<file path="src/rtl/pipe_latch_chain.sv">
// Parametrised inter-stage pipeline register chain: DEPTH stages of WIDTH-bit payload with
// per-stage stall/flush, back-pressure toward stage 0, and a retire port with counters.
module pipe_latch_chain #(
   parameter int unsigned WIDTH = 32,
   parameter int unsigned DEPTH = 4,
   localparam int unsigned OCC_W = $clog2(DEPTH + 1)
) (
   input  logic                     i_clk,
   input  logic                     i_rst_n,
   input  logic                     i_valid,
   input  logic [WIDTH-1:0]         i_data,
   output logic                     o_ready,
   input  logic [DEPTH-1:0]         i_stall,
   input  logic [DEPTH-1:0]         i_flush,
   output logic [DEPTH-1:0]         o_valid,
   output logic [DEPTH*WIDTH-1:0]   o_data,
   output logic [OCC_W-1:0]         o_occupancy,
   output logic                     o_retire_valid,
   output logic [WIDTH-1:0]         o_retire_data,
   output logic [31:0]              o_retire_count,
   output logic [31:0]              o_bubble_count
);

   localparam int unsigned CNT_W = 32;

   logic             valid_q [DEPTH];
   logic [WIDTH-1:0] data_q  [DEPTH];
   logic [DEPTH-1:0] valid_vec;
   logic [DEPTH-1:0] ev;
   logic [DEPTH-1:0] hold;
   logic [CNT_W-1:0] retire_cnt_q;
   logic [CNT_W-1:0] bubble_cnt_q;
   logic [OCC_W-1:0] occ;

   // Pack stage valids and derive flush-masked valids.
   always_comb begin
      valid_vec = '0;
      for (int k = 0; k < int'(DEPTH); k++) begin
         valid_vec[k] = valid_q[k];
      end
      ev = valid_vec & ~i_flush;
   end

   // Back-pressure ripples from the oldest stage; empty or flushed stages break the chain.
   always_comb begin
      hold            = '0;
      hold[DEPTH-1]   = i_stall[DEPTH-1];
      for (int k = int'(DEPTH) - 2; k >= 0; k--) begin
         hold[k] = i_stall[k] | (ev[k] & hold[k+1]);
      end
   end

   for (genvar k = 0; k < int'(DEPTH); k++) begin : g_stage
      if (k == 0) begin : g_head
         always_ff @(posedge i_clk or negedge i_rst_n) begin
            if (!i_rst_n) begin
               valid_q[0] <= 1'b0;
               data_q[0]  <= '0;
            end else if (hold[0]) begin
               valid_q[0] <= ev[0];
            end else begin
               valid_q[0] <= i_valid;
               data_q[0]  <= i_data;
            end
         end
      end else begin : g_body
         // A held upstream stage injects a bubble; a flushed one advances as invalid.
         always_ff @(posedge i_clk or negedge i_rst_n) begin
            if (!i_rst_n) begin
               valid_q[k] <= 1'b0;
               data_q[k]  <= '0;
            end else if (hold[k]) begin
               valid_q[k] <= ev[k];
            end else begin
               valid_q[k] <= ev[k-1] & ~hold[k-1];
               data_q[k]  <= data_q[k-1];
            end
         end
      end
      assign o_data[k*WIDTH +: WIDTH] = data_q[k];
   end

   // Population count of live stages.
   always_comb begin
      occ = '0;
      for (int k = 0; k < int'(DEPTH); k++) begin
         occ = occ + OCC_W'(valid_q[k]);
      end
   end

   // Retire and bubble counters, free-running and wrapping.
   always_ff @(posedge i_clk or negedge i_rst_n) begin
      if (!i_rst_n) begin
         retire_cnt_q <= '0;
         bubble_cnt_q <= '0;
      end else begin
         retire_cnt_q <= retire_cnt_q + {{(CNT_W-1){1'b0}}, o_retire_valid};
         bubble_cnt_q <= bubble_cnt_q + {{(CNT_W-1){1'b0}}, ~o_retire_valid};
      end
   end

   assign o_ready        = ~hold[0];
   assign o_valid        = valid_vec;
   assign o_occupancy    = occ;
   assign o_retire_valid = ev[DEPTH-1] & ~i_stall[DEPTH-1];
   assign o_retire_data  = data_q[DEPTH-1];
   assign o_retire_count = retire_cnt_q;
   assign o_bubble_count = bubble_cnt_q;

endmodule
</file>
<file path="config.mk">
export PLATFORM = sky130hd
export DESIGN_NAME = pipe_latch_chain
export DESIGN_NICKNAME = d
export VERILOG_FILES = /design/src/rtl/pipe_latch_chain.sv
export SDC_FILE = /design/constraint.sdc
export NUM_CORES = 1
export LEC_CHECK = 0
export BUFFER_PORTS_ARGS = -buffer_cell sky130_fd_sc_hd__buf_2
export CAP_MARGIN = 20
export CORE_MARGIN = 1
export CORE_UTILIZATION = 50
export DETAILED_ROUTE_END_ITERATION = 8
export PLACE_DENSITY_LB_ADDON = 0.2
export SYNTH_ARGS = -nofsm -noshare
export SYNTH_HDL_FRONTEND = slang
export SYNTH_SLANG_ARGS = --single-unit
</file>
<file path="constraint.sdc">
create_clock -name i_clk -period 3.1 [get_ports i_clk]
set_clock_uncertainty 0.15 [all_clocks]
set_input_delay 0.775 -clock i_clk [delete_from_list [all_inputs] [get_ports i_clk]]
set_output_delay 0.775 -clock i_clk [all_outputs]
set_load 0.01 [all_outputs]
</file>
# [After elaboration in Yosys (flattened, before gate mapping)]
# Cells that the tools add are included.
[totals] ff_bits=196 latchBits=0 ramBits=0 romBits=0 inputBits=43 out_inout_bits=233 wordCells=36 n_memories=0
[op_classes] add_sub_neg=5 mul=0 n_div=0 magnitude_cmp=0 n_eq_ne=0 shifts=0 mux=4 n_bitwise=17 reduce_logical=0
[op_table] op="adder 32 x 1 -> 32 bit" n=2
[op_table] op="bitwise AND 1 bit" n=7
[op_table] op="NOT 1 bit" n=5
[op_table] op="bitwise AND 4 bit" n=1
[op_table] op="two-way mux 1 bit" n=4
[op_table] op="NOT 4 bit" n=1
[op_table] op="adder 2 x 1 -> 3 bit" n=1
[op_table] op="adder 3 x 1 -> 3 bit" n=1
[op_table] op="OR 1 bit" n=3
[op_table] op="adder 1 x 1 -> 2 bit" n=1

# [Longest topological paths before layout]
[depth] depth_word=11 depth_mapped=10

# [Worst setup path before layout]
# No wires, ideal clock.
[synth_timing] path_kind="input to register" from="in i_stall[3]" to="reg retire_cnt_q[30], in the netlist o_retire_count[30]" setup_ns=0.125 arrival_ns=2.788 required_ns=2.825 path_slack_ns=0.037 path_stages=10 n_path_buf=2 cell_sequence="clkbuf_1 -> or3_1 -> inv_1 -> ha_1 -> ha_1 -> and4_1 -> clkbuf_1 -> nor4b_2 -> nand4_1 -> xnor2_1"
[synth_between] elab_chain_len=3
[synth_lines] item="from (decl)" line_no="13" source="input logic [DEPTH-1:0] i_stall,"
[synth_lines] item="NOT 1 bit" line_no="105" source="assign o_retire_valid = ev[DEPTH-1] & ~i_stall[DEPTH-1];"
[synth_lines] item="bitwise AND 1 bit" line_no="105"
[synth_lines] item="net o_retire_valid" line_no="18" source="output logic o_retire_valid,"
[synth_lines] item="adder 32 x 1 -> 32 bit" line_no="97" source="retire_cnt_q <= retire_cnt_q + {{(CNT_W-1){1'b0}}, o_retire_valid};"
[synth_lines] item="to (signal assigned)" line_no="97"
[synth_lines] item="to (decl)" line_no="31" source="logic [CNT_W-1:0] retire_cnt_q;"
# The timed path passes the listed nets, and every way through them passes these cells.
# A chain may end at the register's enable or synchronous reset.

# [Worst setup path after layout]
[layout_timing] from="reg valid_q, in the netlist o_valid[0]" to="out o_occupancy[1]"
[layout_between] elab_chain_len=3
[layout_lines] item="from (decl)" line_no="26" source="logic valid_q [DEPTH];"
[layout_lines] item="adder 1 x 1 -> 2 bit" line_no="87" source="occ = occ + OCC_W'(valid_q[k]);"
[layout_lines] item="adder 2 x 1 -> 3 bit" line_no="87"
[layout_lines] item="adder 3 x 1 -> 3 bit" line_no="87"
[layout_lines] item="to (decl)" line_no="17" source="output logic [OCC_W-1:0] o_occupancy,"
# No other way between the ends.

==> out/results.txt <==
# setup viols final: 0
Initial antenna violation count: 0
Area contributors post-synth: dfrtp_1 60%, mux2_2 17%, xnor2_1 4.1%
Final TNS setup: 0 ns
Port bufs: 275
Ys async rst share: 100%
Site Rows: 46
Number of global-route vias before repair: 5504
Starting Density: 51.4%
CTS H-tree depth: 4
Global Route Usage Sum: 21.8%
First-pass GRT wire length: 27900 um
Drt drc: 0
Post-CTS sizing: 0
Top-count cell post-synth: dfrtp_1
CTS Hold Buffers Added: 0
Post-synthesis net count: 632
Worst VDD drop: 0.372 mV
CP Buf/Inv Count: 3
Fill count: 1270
Clock slew at reported path FFs: 0.07 ns
Tightest Pin Transition: 0.647 ns
Final-report max-slew violation count: 0
Number of synthesized flops with an enable pin: 0
Worst skew pair latency: 0.42 ns
Setup slack, reg-to-reg: 0.42 ns
Die height: 130 um
Antenna Nets Post-Route: 0
Pin count of the biggest net entering global routing: 57
Post-CTS Setup Bufs: 0
Yosys top cell by area: dfrtp_1
Tot Pwr: 6.87 mW
Tcrit/Tclk final: 96.5%
Vias/cell: 5.05
Crit path depth: 6
Drt first pass iters: 4
Synth unique cells: 42
Crit Path Category: reg -> out
R2R Path Start: o_valid[3]
Via Count: 5396
Cell Pwr Density: 670 nW/um^2
R2R depth: 9
Critical path endpoint category: primary output
Yosys reg bits: 196
Cell area after synthesis: 8200 sq um
Core area: 15900 sq um
Maximum fanout along the worst path: 4
Area of the multi-input gates: 2920 sq um
Max stage delay on crit path: 0.52 ns
Mapped Avg Cell Area: 14.1 sq um
Crit path from: o_valid[0]
Layout cells sized above 1: 54.7%
Slowest-stage cell, CP: fa_1
DIE WIDTH: 130 um
Setup WS post-layout: 0.110 ns
Hold Fails Final Rpt: 0
# clock sinks: 196
Min cycle time layout: 2.99 ns
Max clock buf depth: 2
Dpl hpwl: 13200 um
Cell count after synthesis: 582
RSZ-0062 raised after global routing: no
Fin nets: 889
Outcome: completed
GPL Wtd Cong: 0.770
Synth-to-layout area growth: 25.2%
Startpoint types: flip-flop
DR iter-0 viols: 193
Leak: 5.10 nW
CTS tree: built
Number of max-cap violations: 0
Num CTS Buffers: 17
Slew Limit Headroom: 56.5%
Top delay family on crit path: adder cells
Worst Path Arrival: 2.07 ns
Clk root buf: clkbuf_16
Max Clk Rate: 0.334 GHz
Sequential cell area fraction in the yosys report: 59.8%
Reg-to-reg critical path endpoint: o_retire_count[26]
Utilization after layout: 64.4%
Top Ports: 276
CP cell instances: inv_1 -> fa_1 -> inv_1 -> ha_1 -> ha_1 -> buf_2
Top cells by count, synth: 196 x dfrtp_1, 125 x mux2_2, 38 x xnor2_1
YS warnings: 0
Die area: 16900 sq um
Antenna cells: 0
Detailed-route wire length: 18200 um
Register area: 4900 sq um
Global route overflow: 0
Avg WL per Cell: 17.0 um
Top cell type's share of synthesized area: 59.8%
Worst min path class: in -> async
CP required: 2.17 ns
Pre-CTS WS: 0.00191 ns
Synth Flop Type: dfrtp_1
-- routing by layer --
metal,up-vias,track usage [%],share of wire [%]
met5,-,0,0
li1,2505,-,-
met1,2715,25.0,40
met3,21,6.60,6.5
met2,155,38.3,52
met4,0,7.93,1.4
-- layout by cell type, fill, tap and decap left out, types with 9 or more instances in the layout --
cell type	synthesis	routed
buf_4	33	10
buf_2	10	274
nand4_1	15	15
nand2_1	18	18
xor2_1	22	22
inv_1	19	19
dfrtp_1	196	196
nor3_2	9	9
mux2_2	125	125
nand3_1	19	19
xnor2_1	38	38
nor2_1	13	13
clkbuf_16	0	17
-- area by class of cell --
cell class / instances / area share (%)
Clock buffer: 17 / 4.15
Clock inverter: 15 / 1.67
Inverter: 19 / 0.695
Multi-Input combinational cell: 318 / 28.4
Sequential cell: 196 / 47.8
Tap cell: 216 / 2.63
Timing Repair Buffer: 287 / 14.6
-- sequential cells by signal, summed over array words and instances, names as in the netlist --
register,flops
o_retire_data,32
o_valid,4
o_data,96
o_bubble_count,32
o_retire_count,32
-- report_power, final --
group          switching, mW  total (mW)  internal, mW
clock                   1.00        2.22          1.22
combinational          0.709        1.39         0.676
sequential             0.320        3.27          2.95
total                   2.03        6.87          4.84
-- per-stage QoR --
step           instance area (sq um)  hold WS [ns]  instances
5_1_grt                        10300         0.131       1068
3_5_place_dp                    9660         0.316       1036
3_3_place_gp                    9660         0.304       1036
2_1_floorplan                   8200         0.329        582
6_report                       10300         0.124       1068
4_1_cts                        10300         0.123       1068
-- how the worst max path moves through the flow --
| stage | end | slack, ns |
|---|---|---|
| after floorplan | o_retire_count[30] | 0.04 |
| final | o_occupancy[1] | 0.11 |
| after CTS | o_occupancy[1] | 0.08 |
| after global routing | o_occupancy[1] | 0.005 |
| after global placement | o_retire_count[30] | 0.06 |
| after detailed placement | o_retire_count[30] | 0.002 |
-- kinds of logic after synthesis --
family	synth area share, %
AOI/OAI and AO/OA	1.14
xor gates and xnor gates	6.41
adders and majority gates	1.16
buffers and inverters	4.87
DFF	59.8
muxes	17.6
and+or+nand+nor	9.00
Note: power is estimated with default switching activity, not from simulation.
